$ cat src/rtl/stack_ctrl.sv
// ---------------------------------------------------------------------------
// stack_ctrl
//   Sequencer for an external stack-pointer register (SPReg) and a
//   synchronous stack RAM. Accepts push / pop / clear requests from the core.
//   It drives the SPReg ctrl code and the RAM address and write strobes. It
//   also tracks depth for full/empty and flags overflow and underflow. The
//   stack grows upward, and SP always points at the next free slot.
//
// Ports
//   i_clk          clock; all state updates on the rising edge
//   i_rst          asynchronous, active-high reset
//   i_push_req     push request (sampled only while o_busy=0)
//   i_push_data    push data, latched when a push is accepted
//   i_pop_req      pop request (sampled only while o_busy=0)
//   i_clr_req      empty-stack request (sampled only while o_busy=0)
//   o_busy         1 = requests are ignored this cycle
//   o_pop_data     last popped word, held until the next pop completes
//   o_pop_valid    one-cycle pulse: o_pop_data newly updated
//   o_full         depth count == DEPTH
//   o_empty        depth count == 0
//   o_err          one-cycle pulse: push when full / pop when empty
//   o_sp_ctrl      SPReg ctrl: 00 hold, 01 clear, 10 inc, 11 dec
//   i_sp           current SPReg value
//   o_mem_addr     RAM address
//   o_mem_we       RAM write enable
//   o_mem_wdata    RAM write data
//   i_mem_rdata    RAM read data, valid one cycle after o_mem_addr
//   o_dbg_state    current FSM state encoding
//
// Handshake: a request is taken on a rising edge where o_busy=0. Only one
// request is taken per acceptance, with priority clear > pop > push. A
// request seen while o_busy=1 is dropped, not queued, so requesters hold
// their request until they see o_busy=0.
// ---------------------------------------------------------------------------
module stack_ctrl #(
    parameter int N     = 8,
    parameter int W     = 8,
    parameter int DEPTH = 256
) (
    input  logic         i_clk,
    input  logic         i_rst,
    input  logic         i_push_req,
    input  logic [W-1:0] i_push_data,
    input  logic         i_pop_req,
    input  logic         i_clr_req,
    output logic         o_busy,
    output logic [W-1:0] o_pop_data,
    output logic         o_pop_valid,
    output logic         o_full,
    output logic         o_empty,
    output logic         o_err,
    output logic [1:0]   o_sp_ctrl,
    input  logic [N-1:0] i_sp,
    output logic [N-1:0] o_mem_addr,
    output logic         o_mem_we,
    output logic [W-1:0] o_mem_wdata,
    input  logic [W-1:0] i_mem_rdata,
    output logic [2:0]   o_dbg_state
);

    typedef enum logic [2:0] {
        S_INIT   = 3'd0,
        S_IDLE   = 3'd1,
        S_PUSH   = 3'd2,
        S_POPDEC = 3'd3,
        S_POPRD  = 3'd4,
        S_POPCAP = 3'd5,
        S_CLR    = 3'd6
    } state_t;

    localparam logic [N:0] DEPTH_C = (N+1)'(DEPTH);

    state_t       r_state;
    logic [N:0]   r_count;     // one bit wider than SP so DEPTH == 2**N fits
    logic [W-1:0] r_data;
    logic [W-1:0] r_pop_data;
    logic         r_pop_valid;
    logic         r_err;

    logic         w_full;
    logic         w_empty;

    assign w_full  = (r_count == DEPTH_C);
    assign w_empty = (r_count == '0);

    always_ff @(posedge i_clk or posedge i_rst) begin
        if (i_rst) begin
            r_state     <= S_INIT;
            r_count     <= '0;
            r_data      <= '0;
            r_pop_data  <= '0;
            r_pop_valid <= 1'b0;
            r_err       <= 1'b0;
        end else begin
            r_pop_valid <= 1'b0;
            r_err       <= 1'b0;
            case (r_state)
                S_INIT:   r_state <= S_IDLE;
                S_IDLE: begin
                    if (i_clr_req) begin
                        r_state <= S_CLR;
                    end else if (i_pop_req) begin
                        // Underflow: flag it and leave SP and the RAM untouched
                        if (w_empty) r_err   <= 1'b1;
                        else         r_state <= S_POPDEC;
                    end else if (i_push_req) begin
                        // Overflow: flag it and leave SP and the RAM untouched
                        if (w_full) begin
                            r_err <= 1'b1;
                        end else begin
                            r_state <= S_PUSH;
                            r_data  <= i_push_data;
                        end
                    end
                end
                S_PUSH: begin
                    r_count <= r_count + (N+1)'(1);
                    r_state <= S_IDLE;
                end
                S_POPDEC: begin
                    r_count <= r_count - (N+1)'(1);
                    r_state <= S_POPRD;
                end
                // SP already holds the decremented value here; the RAM answers next cycle
                S_POPRD:  r_state <= S_POPCAP;
                S_POPCAP: begin
                    r_pop_data  <= i_mem_rdata;
                    r_pop_valid <= 1'b1;
                    r_state     <= S_IDLE;
                end
                S_CLR: begin
                    r_count <= '0;
                    r_state <= S_IDLE;
                end
                default:  r_state <= S_INIT;
            endcase
        end
    end

    // Strobes are decoded from state alone. An async reset forces S_INIT,
    // so mem_we drops at once without waiting for a clock.
    always_comb begin
        o_sp_ctrl  = 2'b00;
        o_mem_we   = 1'b0;
        o_mem_addr = '0;
        o_busy     = 1'b1;
        case (r_state)
            S_INIT:   o_sp_ctrl = 2'b01;  // SPReg has no reset of its own
            S_IDLE:   o_busy    = 1'b0;
            S_PUSH: begin
                o_sp_ctrl  = 2'b10;
                o_mem_we   = 1'b1;
                o_mem_addr = i_sp;
            end
            S_POPDEC: o_sp_ctrl  = 2'b11;
            S_POPRD:  o_mem_addr = i_sp;
            S_CLR:    o_sp_ctrl  = 2'b01;
            default:  o_sp_ctrl  = 2'b00;
        endcase
    end

    assign o_mem_wdata = r_data;
    assign o_pop_data  = r_pop_data;
    assign o_pop_valid = r_pop_valid;
    assign o_err       = r_err;
    assign o_full      = w_full;
    assign o_empty     = w_empty;
    assign o_dbg_state = r_state;

endmodule
$ cat config.mk
export PLATFORM = sky130hd
export DESIGN_NAME = stack_ctrl
export DESIGN_NICKNAME = d
export VERILOG_FILES = /design/src/rtl/stack_ctrl.sv
export SDC_FILE = /design/constraint.sdc
export NUM_CORES = 1
export LEC_CHECK = 0
export CORE_MARGIN = 2
export CORE_UTILIZATION = 43
export DETAILED_ROUTE_END_ITERATION = 7
export PLACE_DENSITY_LB_ADDON = 0.1
export SYNTH_ARGS = -nofsm -noshare
export SYNTH_HDL_FRONTEND = slang
export SYNTH_SLANG_ARGS = --single-unit
$ cat constraint.sdc
create_clock -name i_clk -period 3.03 [get_ports i_clk]
set_input_delay 0.303 -clock i_clk [delete_from_list [all_inputs] [get_ports i_clk]]
set_output_delay 0.303 -clock i_clk [all_outputs]
set_load 0.03 [all_outputs]
==> metrics.md, run 1 <==
| Metric | Value |
|---|---|
| Outcome | `complete, no violations` |
| Post-CTS Resized | `0` |
| CP Capture Type | `output port` |
| Pwr Total | `2.69 mW` |
| Filler instances | `292` |
| DR WL/cell | `14.2 um` |
| Total negative slack | `0 ns` |
| Synth Flop Type | `dfrtp_1` |
| Input/output buffers | `63` |
| WS Path Type | `flip-flop to output port` |
| Final Max Slew Viols | `0` |
| Top post-synthesis cells by area | `dfrtp_1, mux2_2, ha_1` |
| Pin count of the biggest net entering global routing | `31` |
| Max Fclk | `0.374 GHz` |
| Mux cell area share after synthesis | `10.9%` |
| Req. time, crit path | `2.73 ns` |
| CTS tree | `yes` |
| Power per cell area | `1110 nW/um^2` |
| All-Layer GR Usage | `20.0%` |
| Synth Area in Compound Gates | `15.6%` |
| Number of remaining DRC errors | `0` |
| ANT nets after route | `0` |
| Layout cell share with drive strength beyond 1 | `12.4%` |
| Period utilization | `88.3%` |
| Final setup vio count | `0` |
| Initial DRC Count | `63` |
| Clk root buf | `clkbuf_8` |
| ANT cells | `0` |
| Skew final | `0.0107 ns` |
| Post-synthesis net count | `194` |
| Die area | `4360 um^2` |
| Tmin final | `2.67 ns` |
| Placed Cells | `265` |
| Initial core utilization | `44.8%` |
| Post-Synth XOR/XNOR Area | `2.12%` |
| Post-synth EDFFs | `0` |
| Relative slew margins | `61.6%` |
| Multi-input combinational cell area | `857 um^2` |
| Largest family of logic cells by synthesized area | `simple AND/OR/NAND/NOR gates` |
| Reg area | `751 um^2` |
| First-pass GRT wire length | `6.52 mm` |
| DR vias/cell | `5.22` |
| Yosys warning count | `0` |
| Core Area | `3690 um^2` |
| Post-synth top area cell | `dfrtp_1` |
| Routed WL | `3.88 mm` |
| Final GP Congestion | `0.953` |
| Avg Inst Size Synth | `10.5 um^2` |
| Num ports | `64` |
| LEAKAGE | `1.08 nW` |
| Cts hold-fix bufs | `0` |
| Sink Count | `30` |
| RSZ-0062 raised after global routing | `false` |
| Critical Path Fanout Max | `11` |
| Area overhead of the layout relative to synthesis | `47.5%` |
| First-pass DRT Iterations | `4` |
| Post-layout net count | `261` |
| CP startpoint | `o_dbg_state[1]` |
| Number of global-route vias before repair | `1414` |
| Post-synthesis register bit count | `30` |
| GR Overflow Total | `0` |
| Total setup buffers inserted after CTS | `0` |
| Non-Filler Instances | `273` |
| Adder and majority gate portion of the synthesized area | `6.51%` |
| Hold WC Path Type | `primary input to asynchronous set/reset pin` |
| Hold Vio Cnt, Final | `0` |
| Worst-Margin Slew | `0.574 ns` |
| Reg2Reg Depth | `7` |
| CP arrival | `2.37 ns` |
| Worst R2R Start | `o_dbg_state[1]` |
| Synth unique cells | `39` |
| Top-area cell type share of the netlist area | `45.4%` |
| Die W | `66 um` |
| H-tree lvl count | `2` |
| Max clock buf depth | `2` |
| Clock Latency Late Sink | `0.29 ns` |
| Sequential share of the synthesized area | `45.4%` |
| Asr flop ratio synth | `100%` |
| Peak supply drop | `0.471 mV` |
| Synth Area in Simple Gates | `16.7%` |
| Clk slew on worst S/H paths | `0.07 ns` |
| Die Ht | `66 um` |
| Mapped Cells | `157` |
| Leading cell type in the layout, fill and taps excluded | `clkdlybuf4s50_1` |
| Initial antenna violation count | `0` |
| Max Cap Violations | `0` |
| Worst setup SP type | `flip-flop` |
| Most frequent cells in the layout | `clkdlybuf4s50_1, dfrtp_1, mux2_2` |
| # rows | `22` |
| Hpwl dp | `2.98 mm` |
| CTS Buf Count | `5` |
| Syn Std Cell Area | `1650 um^2` |
| DR vias | `1424` |
[metal layers]
layer  global-route usage, %  vias up  wire, um
met5                       0        -         0
met2                    34.0       70      1890
met3                    7.67        8       355
met1                    23.5      650      1580
li1                        -      696         -
met4                    5.61        0        49
[cell type report]
type                       count  area share (%)
clock inverter                 3            1.64
clock buffer                   5            2.82
timing repair buffer          64            26.2
inverter                       6           0.924
multi-input combinational    117            35.2
sequential                    30            30.8
tap                           48            2.46
[worst max-delay path: stages, from the launching register on]
cell and delay, ns:
dfrtp_1 0.54, nand2b_1 0.26, a21oi_1 0.42, and2_1 0.19, clkdlybuf4s50_1 0.68
[power by group]
part	internal [mW]	switching (mW)
Combinational	0.693	0.847
Clock	0.242	0.158
Sequential	0.581	0.173
[state kept, by name, summed over array words and instances (netlist names)]
| name | cells |
|---|---|
| o_err | 1 |
| o_pop_data | 8 |
| r_count | 9 |
| o_mem_wdata | 8 |
| o_pop_valid | 1 |
| o_dbg_state | 3 |
[Yosys cell counts, types with 2 or more instances]
cell and n:
a211o_1 2, a211oi_1 3, a21o_1 5, a21oi_1 8, and2_1 9, clkbuf_1 2, dfrtp_1 30, ha_1 7
inv_1 6, mux2_2 16, nand2_1 15, nand2b_1 4, nand3_1 4, nor2_1 9, nor3_1 2, nor4_1 2
o211ai_1 2, o21ai_0 8, xnor2_1 3
[through the flow]
stage          utilization (%)  hold slack, ns  worst slack (ns)  area [um^2]
6_report                  66.1           0.410             0.356         2440
4_1_cts                   66.1           0.422             0.324         2440
5_1_grt                   66.1           0.447             0.152         2440
3_5_place_dp              63.1           0.496             0.457         2330
3_3_place_gp              63.1           0.487             0.556         2330
2_1_floorplan                -           0.394             0.402         1650
[cell families (layout without fill, tap and decap cells)]
family,Yosys count,count (layout)
xor+xnor,4,4
buf+inv,10,78
simple gates,52,52
fa+ha+maj,8,8
compound gates,37,37
flops,30,30
mux,16,16
[path summary, 6_finish.rpt]
path	endpoint	slack, ns
setup / recovery	o_mem_addr[2]	0.36
hold / removal	o_mem_wdata[3]	0.41
setup reg to reg	r_count[6]	0.40
hold reg to reg	o_pop_data[4]	0.50
max in group asynchronous	o_pop_data[6]	2.34
min in group i_clk	o_pop_data[4]	0.50
(Power assumes the default switching activity.)
==> run 2, diff against run 1 <==
--- a/config.mk
+++ b/config.mk
@@ -6,8 +6,9 @@
 export NUM_CORES = 1
 export LEC_CHECK = 0
 export CORE_MARGIN = 2
-export CORE_UTILIZATION = 43
+export CORE_UTILIZATION = 47
 export DETAILED_ROUTE_END_ITERATION = 7
+export HOLD_SLACK_MARGIN = 0.05
 export PLACE_DENSITY_LB_ADDON = 0.1
 export SYNTH_ARGS = -nofsm -noshare
 export SYNTH_HDL_FRONTEND = slang
==> constraint.sdc (replaced) <==
create_clock -name i_clk -period 3.42 [get_ports i_clk]
set_input_delay 0.342 -clock i_clk [delete_from_list [all_inputs] [get_ports i_clk]]
set_output_delay 0.342 -clock i_clk [all_outputs]
set_load 0.03 [all_outputs]
==> run 2 against run 1 <==
Non-clock buffer count fell by 1. Sequential share of layout area rose by 0.93 points. Cell area is 2.9% lower. Combinational power shrank 10%. Critical path type unchanged. Critical endpoint unchanged.
==> metrics.md, run 2 (synthesized netlist as in run 1, its figures left out) <==
| Metric | Value |
|---|---|
| Pin count of the biggest net entering global routing | `31 (unchanged)` |
| Final hold slack | `0.516 ns (+0.106 ns)` |
| Met3 Usage GRT | `5.71% (-2.0 points)` |
| Layout cell share with drive strength beyond 1 | `11.7% (-0.79 points)` |
| Clk root buf | `clkbuf_4` |
| Initial antenna violation count | `0 (unchanged)` |
| Worst setup SP type | `flip-flop` |
| H-tree lvl count | `2 (unchanged)` |
| First-pass GRT wire length | `6.80 mm (+4.2%)` |
| Cell area after placement | `2320 um^2 (-0.43%)` |
| Routed WL | `4.05 mm (+4.6%)` |
| Leading cell type in the layout, fill and taps excluded | `clkdlybuf4s50_1` |
| Hold WC Path Type | `flip-flop to flip-flop` |
| CP Capture Type | `output port` |
| Internal Dissipation | `1.20 mW (-21%)` |
| First-pass DRT Iterations | `4 (unchanged)` |
| Input/output buffers | `63 (unchanged)` |
| Relative slew margins | `24.6% (-37 points)` |
| Hpwl dp | `3.08 mm (+3.3%)` |
| Sequential share of power | `29.8% (+1.8 points)` |
| Die Ht | `63.3 um (-4.1%)` |
| Clock Latency Late Sink | `0.33 ns (+0.04 ns)` |
| Clk slew on worst S/H paths | `0.09 ns (+0.02 ns)` |
| Max clock buf depth | `2 (unchanged)` |
| Post-CTS Resized | `0 (unchanged)` |
| Post-route worst setup slack | `0.656 ns (+0.300 ns)` |
| Req. time, crit path | `3.08 ns (+0.35 ns)` |
| RSZ-0062 raised after global routing | `false` |
| Die W | `63.3 um (-4.1%)` |
| GR met2 Demand/Resource | `37.5% (+3.5 points)` |
| Multi-input combinational cell area | `857 um^2 (unchanged)` |
| Cts hold-fix bufs | `0 (unchanged)` |
| Design area | `2370 um^2 (-2.9%)` |
| Max Cap Violations | `0 (unchanged)` |
| Tmin final | `2.76 ns` |
| CP arrival | `2.42 ns (+0.05 ns)` |
| CTS Buf Count | `5 (unchanged)` |
| Non-Filler Instances | `269 (-1.5%)` |
| Met1 usage in global routing | `25.6% (+2.2 points)` |
| Max Fclk | `0.362 GHz` |
| Final Core Density | `70.3% (+4.3 points)` |
| All-Layer GR Usage | `21.5% (+1.5 points)` |
| Post-layout net count | `260 (-0.38%)` |
| Area overhead of the layout relative to synthesis | `43.1%` |
| Switching component of the power | `1.04 mW (-12%)` |
| Peak supply drop | `0.403 mV (-14%)` |
| Reg area | `751 um^2 (unchanged)` |
| Period utilization | `80.8%` |
| Pwr Total | `2.24 mW (-17%)` |
| # rows | `21 (-4.5%)` |
| DR WL/cell | `15.1 um (+6.1%)` |
| CTS tree | `yes` |
| Core Area | `3360 um^2 (-8.8%)` |
| Final setup vio count | `0 (unchanged)` |
| GR Overflow Total | `0 (unchanged)` |
| Total setup buffers inserted after CTS | `0 (unchanged)` |
| Final Max Slew Viols | `0 (unchanged)` |
| Number of global-route vias before repair | `1464 (+3.5%)` |
| Die area | `4010 um^2 (-8.0%)` |
| Total negative slack | `0 ns (unchanged)` |
| Clk pwr share | `8.7% (-6.1 points)` |
| ANT cells | `0 (unchanged)` |
| Worst-Margin Slew | `1.13 ns (+0.556 ns)` |
| GR peak layer | `met2` |
| Initial core utilization | `49.1% (+4.3 points)` |
| Sw frac | `46.3% (+2.6 points)` |
| Most frequent cells in the layout | `clkdlybuf4s50_1, dfrtp_1, mux2_2` |
| Initial DRC Count | `58 (-7.9%)` |
| Final GP Congestion | `0.887 (-6.9%)` |
| Critical Path Fanout Max | `11 (unchanged)` |
| Num ports | `64 (unchanged)` |
| Sink Count | `30 (unchanged)` |
| LEAKAGE | `1.04 nW (-3.0%)` |
| Max reg flops | `9 (unchanged)` |
| Skew final | `0.0161 ns (+0.00540 ns)` |
| DR vias | `1478 (+3.8%)` |
| Largest Register | `r_count` |
| ANT nets after route | `0 (unchanged)` |
| Outcome | `complete, no violations` |
| Filler instances | `271 (-7.2%)` |
| Hold Vio Cnt, Final | `0 (unchanged)` |
| Power per cell area | `946 nW/um^2 (-14%)` |
| Combinational power share | `61.4% (+4.2 points)` |
| DR vias/cell | `5.49 (+5.3%)` |
| Placed Cells | `262 (-1.1%)` |
| WS Path Type | `flip-flop to output port` |
| Pre-CTS setup slack | `0.856 ns (+0.399 ns)` |
| Number of remaining DRC errors | `0 (unchanged)` |
[run 2: cell count changes in the layout (fill, tap and decap cells not counted)]
cell       before  now
clkbuf_4        0    5
clkbuf_8        5    0
buf_4           1    0
bufinv_16       1    0
[run 2: area by class of cell]
cell class	instances	share of cell area, %
clock buffer	5	1.59
multi-input combinational	117	36.2
sequential	30	31.7
clock inverter	2	0.423
timing repair buffer	63	26.7
tap	46	2.43
inverter	6	0.952
[run 2: power by group through the flow]
stage	clock [mW]	sequential [mW]	combinational [mW]
6_report	0.195	0.668	1.38
3_5_place_dp	0	0.673	1.38
2_1_floorplan	0	0.844	0.704
5_1_grt	0.218	0.694	1.47
4_1_cts	0.200	0.666	1.38
3_3_place_gp	0	0.657	1.34
[run 2: path summary, 6_finish.rpt]
check | startpoint | end | slack [ns] | depth (start not counted)
max | o_dbg_state[1] | o_mem_addr[2] | 0.66 | 4
min | o_pop_data[5] | o_pop_data[5] | 0.52 | 1
max in group asynchronous | i_rst | o_mem_wdata[2] | 2.13 | 2
min in group asynchronous | i_rst | r_count[7] | 0.61 | 2
min reg2reg | o_pop_data[5] | o_pop_data[5] | 0.52 | 1
max reg2reg | o_dbg_state[1] | r_count[6] | 0.82 | 7
[run 2: critical path: stages, from the launching register on]
cell and delay (ns):
dfrtp_1 0.54, nand2b_1 0.26, a21oi_1 0.43, and2_1 0.20, clkdlybuf4s50_1 0.68
[run 2: per-layer routing]
| metal | vias up | share of wire (%) |
|---|---|---|
| li1 | 697 | - |
| met1 | 701 | 41 |
| met4 | 0 | 1.7 |
| met2 | 70 | 50 |
| met3 | 10 | 7.5 |
| met5 | - | 0 |
==> run 3, diff against run 2 <==
--- a/config.mk
+++ b/config.mk
@@ -6,7 +6,7 @@
 export NUM_CORES = 1
 export LEC_CHECK = 0
 export CORE_MARGIN = 2
-export CORE_UTILIZATION = 47
+export CORE_UTILIZATION = 39
 export DETAILED_ROUTE_END_ITERATION = 7
 export HOLD_SLACK_MARGIN = 0.05
 export PLACE_DENSITY_LB_ADDON = 0.1
==> constraint.sdc (replaced) <==
create_clock -name i_clk -period 2.4 [get_ports i_clk]
set_input_delay 0.24 -clock i_clk [delete_from_list [all_inputs] [get_ports i_clk]]
set_output_delay 0.24 -clock i_clk [all_outputs]
set_load 0.03 [all_outputs]
==> run 3 against run 2 <==
Non-clock buffer count grew 5. Total power is 55% higher. Clock skew fell by 0.0067 ns. Routed wire length grew 1.6%. Cell area is 5.6% higher. Critical endpoint is now o_mem_we. Largest cell class unchanged.
==> metrics.md, run 3 (synthesized netlist as in run 1, its figures left out) <==
| Metric | Value |
|---|---|
| Leading cell type in the layout, fill and taps excluded | `clkdlybuf4s50_1` |
| Final hold slack | `0.343 ns (-0.173 ns)` |
| Number of global-route vias before repair | `1527 (+4.3%)` |
| All-Layer GR Usage | `18.0% (-3.5 points)` |
| Total setup buffers inserted after CTS | `0 (unchanged)` |
| Most frequent cells in the layout | `clkdlybuf4s50_1, dfrtp_1, mux2_2` |
| Pwr Total | `3.47 mW (+55%)` |
| Input/output buffers | `63 (unchanged)` |
| Reg area | `751 um^2 (unchanged)` |
| Relative slew margins | `67.9% (+43 points)` |
| Crit-path cells | `buf_4, nand2b_1, nor2_1, clkdlybuf4s50_1` |
| Worst-Margin Slew | `0.479 ns (-0.650 ns)` |
| Worst R2R Start | `o_dbg_state[2]` |
| Worst Path Buf+Inv | `2 (+1)` |
| CP max stage cell | `clkdlybuf4s50_1` |
| Initial DRC Count | `65 (+12%)` |
| Die area | `4770 um^2 (+19%)` |
| Power per cell area | `1390 nW/um^2 (+47%)` |
| Clock Latency Late Sink | `0.28 ns (-0.05 ns)` |
| CP arrival | `2.00 ns (-0.42 ns)` |
| Skew final | `0.00940 ns (-0.00667 ns)` |
| Number of remaining DRC errors | `0 (unchanged)` |
| Layout cell share with drive strength beyond 1 | `15.7% (+4.1 points)` |
| ANT nets after route | `0 (unchanged)` |
| Area overhead of the layout relative to synthesis | `51.2%` |
| WS Path Type | `flip-flop to output port` |
| Final GP Congestion | `0.790 (-11%)` |
| Max Fclk | `0.446 GHz` |
| Core Area | `4030 um^2 (+20%)` |
| # rows | `23 (+9.5%)` |
| Clk slew on worst S/H paths | `0.07 ns (-0.02 ns)` |
| Pin count of the biggest net entering global routing | `31 (unchanged)` |
| Max clock buf depth | `2 (unchanged)` |
| Post-layout net count | `265 (+1.9%)` |
| Initial core utilization | `41.0% (-8.1 points)` |
| Multi-input combinational cell area | `888 um^2 (+3.6%)` |
| First-pass GRT wire length | `6.93 mm (+2.0%)` |
| Period utilization | `93.3%` |
| ANT cells | `0 (unchanged)` |
| DR WL/cell | `14.8 um (-2.0%)` |
| Hold WC Path Type | `primary input to asynchronous set/reset pin` |
| Max reg flops | `9 (unchanged)` |
| Max Cap Violations | `0 (unchanged)` |
| Routed WL | `4.12 mm (+1.6%)` |
| CP Capture Type | `output port` |
| Hpwl dp | `3.20 mm (+4.1%)` |
| Outcome | `complete, no violations` |
| RSZ-0062 raised after global routing | `false` |
| Peak supply drop | `0.531 mV (+32%)` |
| Sink Count | `30 (unchanged)` |
| DR vias | `1490 (+0.81%)` |
| Critical Path Fanout Max | `9 (-2)` |
| Hold Vio Cnt, Final | `0 (unchanged)` |
| Slowest stage delay, CP | `0.69 ns (about the same)` |
| CTS Buf Count | `5 (unchanged)` |
| H-tree lvl count | `2 (unchanged)` |
| Tmin final | `2.24 ns` |
| Final Max Slew Viols | `0 (unchanged)` |
| DR vias/cell | `5.34 (-2.8%)` |
| Filler instances | `343 (+27%)` |
| Worst R2R Setup Slack | `0.25 ns (-0.57 ns)` |
| Total negative slack | `0 ns (unchanged)` |
| Num ports | `64 (unchanged)` |
| First-pass DRT Iterations | `4 (unchanged)` |
| LEAKAGE | `1.18 nW (+13%)` |
| Clk root buf | `clkbuf_8` |
| GR Overflow Total | `0 (unchanged)` |
| CTS tree | `yes` |
| Worst setup SP type | `flip-flop` |
| Final setup vio count | `0 (unchanged)` |
| Initial antenna violation count | `0 (unchanged)` |
| Top Family by Delay on Critical Path | `buffers and inverters` |
| Largest Register | `r_count` |
| Req. time, crit path | `2.16 ns (-0.92 ns)` |
| Critical R2R Capture | `r_count[5]` |
| Reg2Reg Depth | `7 (unchanged)` |
| Die W | `69.1 um (+9.2%)` |
| Die Ht | `69.1 um (+9.2%)` |
[run 3: changes by cell type in the layout (fill, tap and decap cells not counted), moves of 2 or more]
cell	delta
clkbuf_8	+5
nor4_1	-2
buf_4	+5
dlymetal6s2s_1	+3
nor4_2	+2
dlygate4sd2_1	+8
clkbuf_4	-5
clkdlybuf4s50_1	-11
[run 3: layout make-up]
| class | instances | share of cell area, % |
|---|---|---|
| Tap cell | 50 | 2.50 |
| Sequential cell | 30 | 30.0 |
| Inverter | 6 | 0.901 |
| Clock inverter | 3 | 1.60 |
| Clock buffer | 5 | 2.75 |
| Timing Repair Buffer | 68 | 26.6 |
| Multi-Input combinational cell | 117 | 35.6 |
[run 3: how the worst max path moves through the flow]
| stage | from | endpoint | cells after the start |
|---|---|---|---|
| 6_report | o_dbg_state[2] | o_mem_we | 4 |
| 5_1_grt | o_dbg_state[2] | o_mem_we | 4 |
| 2_1_floorplan | o_dbg_state[1] | r_count[6] | 8 |
| 3_3_place_gp | o_dbg_state[2] | o_mem_addr[7] | 5 |
| 3_5_place_dp | o_dbg_state[2] | o_mem_addr[7] | 5 |
| 4_1_cts | r_count[0] | o_full | 4 |
[run 3: worst min-delay path, stage by stage]
cell and delay [ns]:
clkdlybuf4s50_1 0.40, inv_1 0.05, buf_4 0.35
[run 3: stage by stage]
| stage | worst slack, ns | util [%] | instances | instance area, um^2 |
|---|---|---|---|---|
| floorplan | 0.00704 | - | 157 | 1660 |
| global placement | 0.179 | 58.7 | 271 | 2360 |
| detailed placement | 0.0894 | 58.7 | 271 | 2360 |
| CTS | 0.000128 | 61.2 | 279 | 2470 |
| global route | 0.0397 | 62.0 | 279 | 2500 |
| finish | 0.160 | 62.0 | 279 | 2500 |
[run 3: report_power, final]
part,leakage (nW),total (mW),internal [mW],switching [mW]
Sequential,0.370,0.907,0.734,0.173
Clock,0.0579,0.496,0.305,0.191
Combinational,0.756,2.06,0.902,1.16
[run 3: routing by layer]
layer  up-vias  track usage (%)  wire length, um
li1        705                -                -
met1       708             20.2             1650
met2        73             30.3             2120
met3         4             5.41              309
met4         0             9.80               42
met5         -                0                0
[run 3: repair_timing]
action	CTS	global route
hold buffers	0	0
resized for setup	9	7
endpoints found under the setup margin	8	6
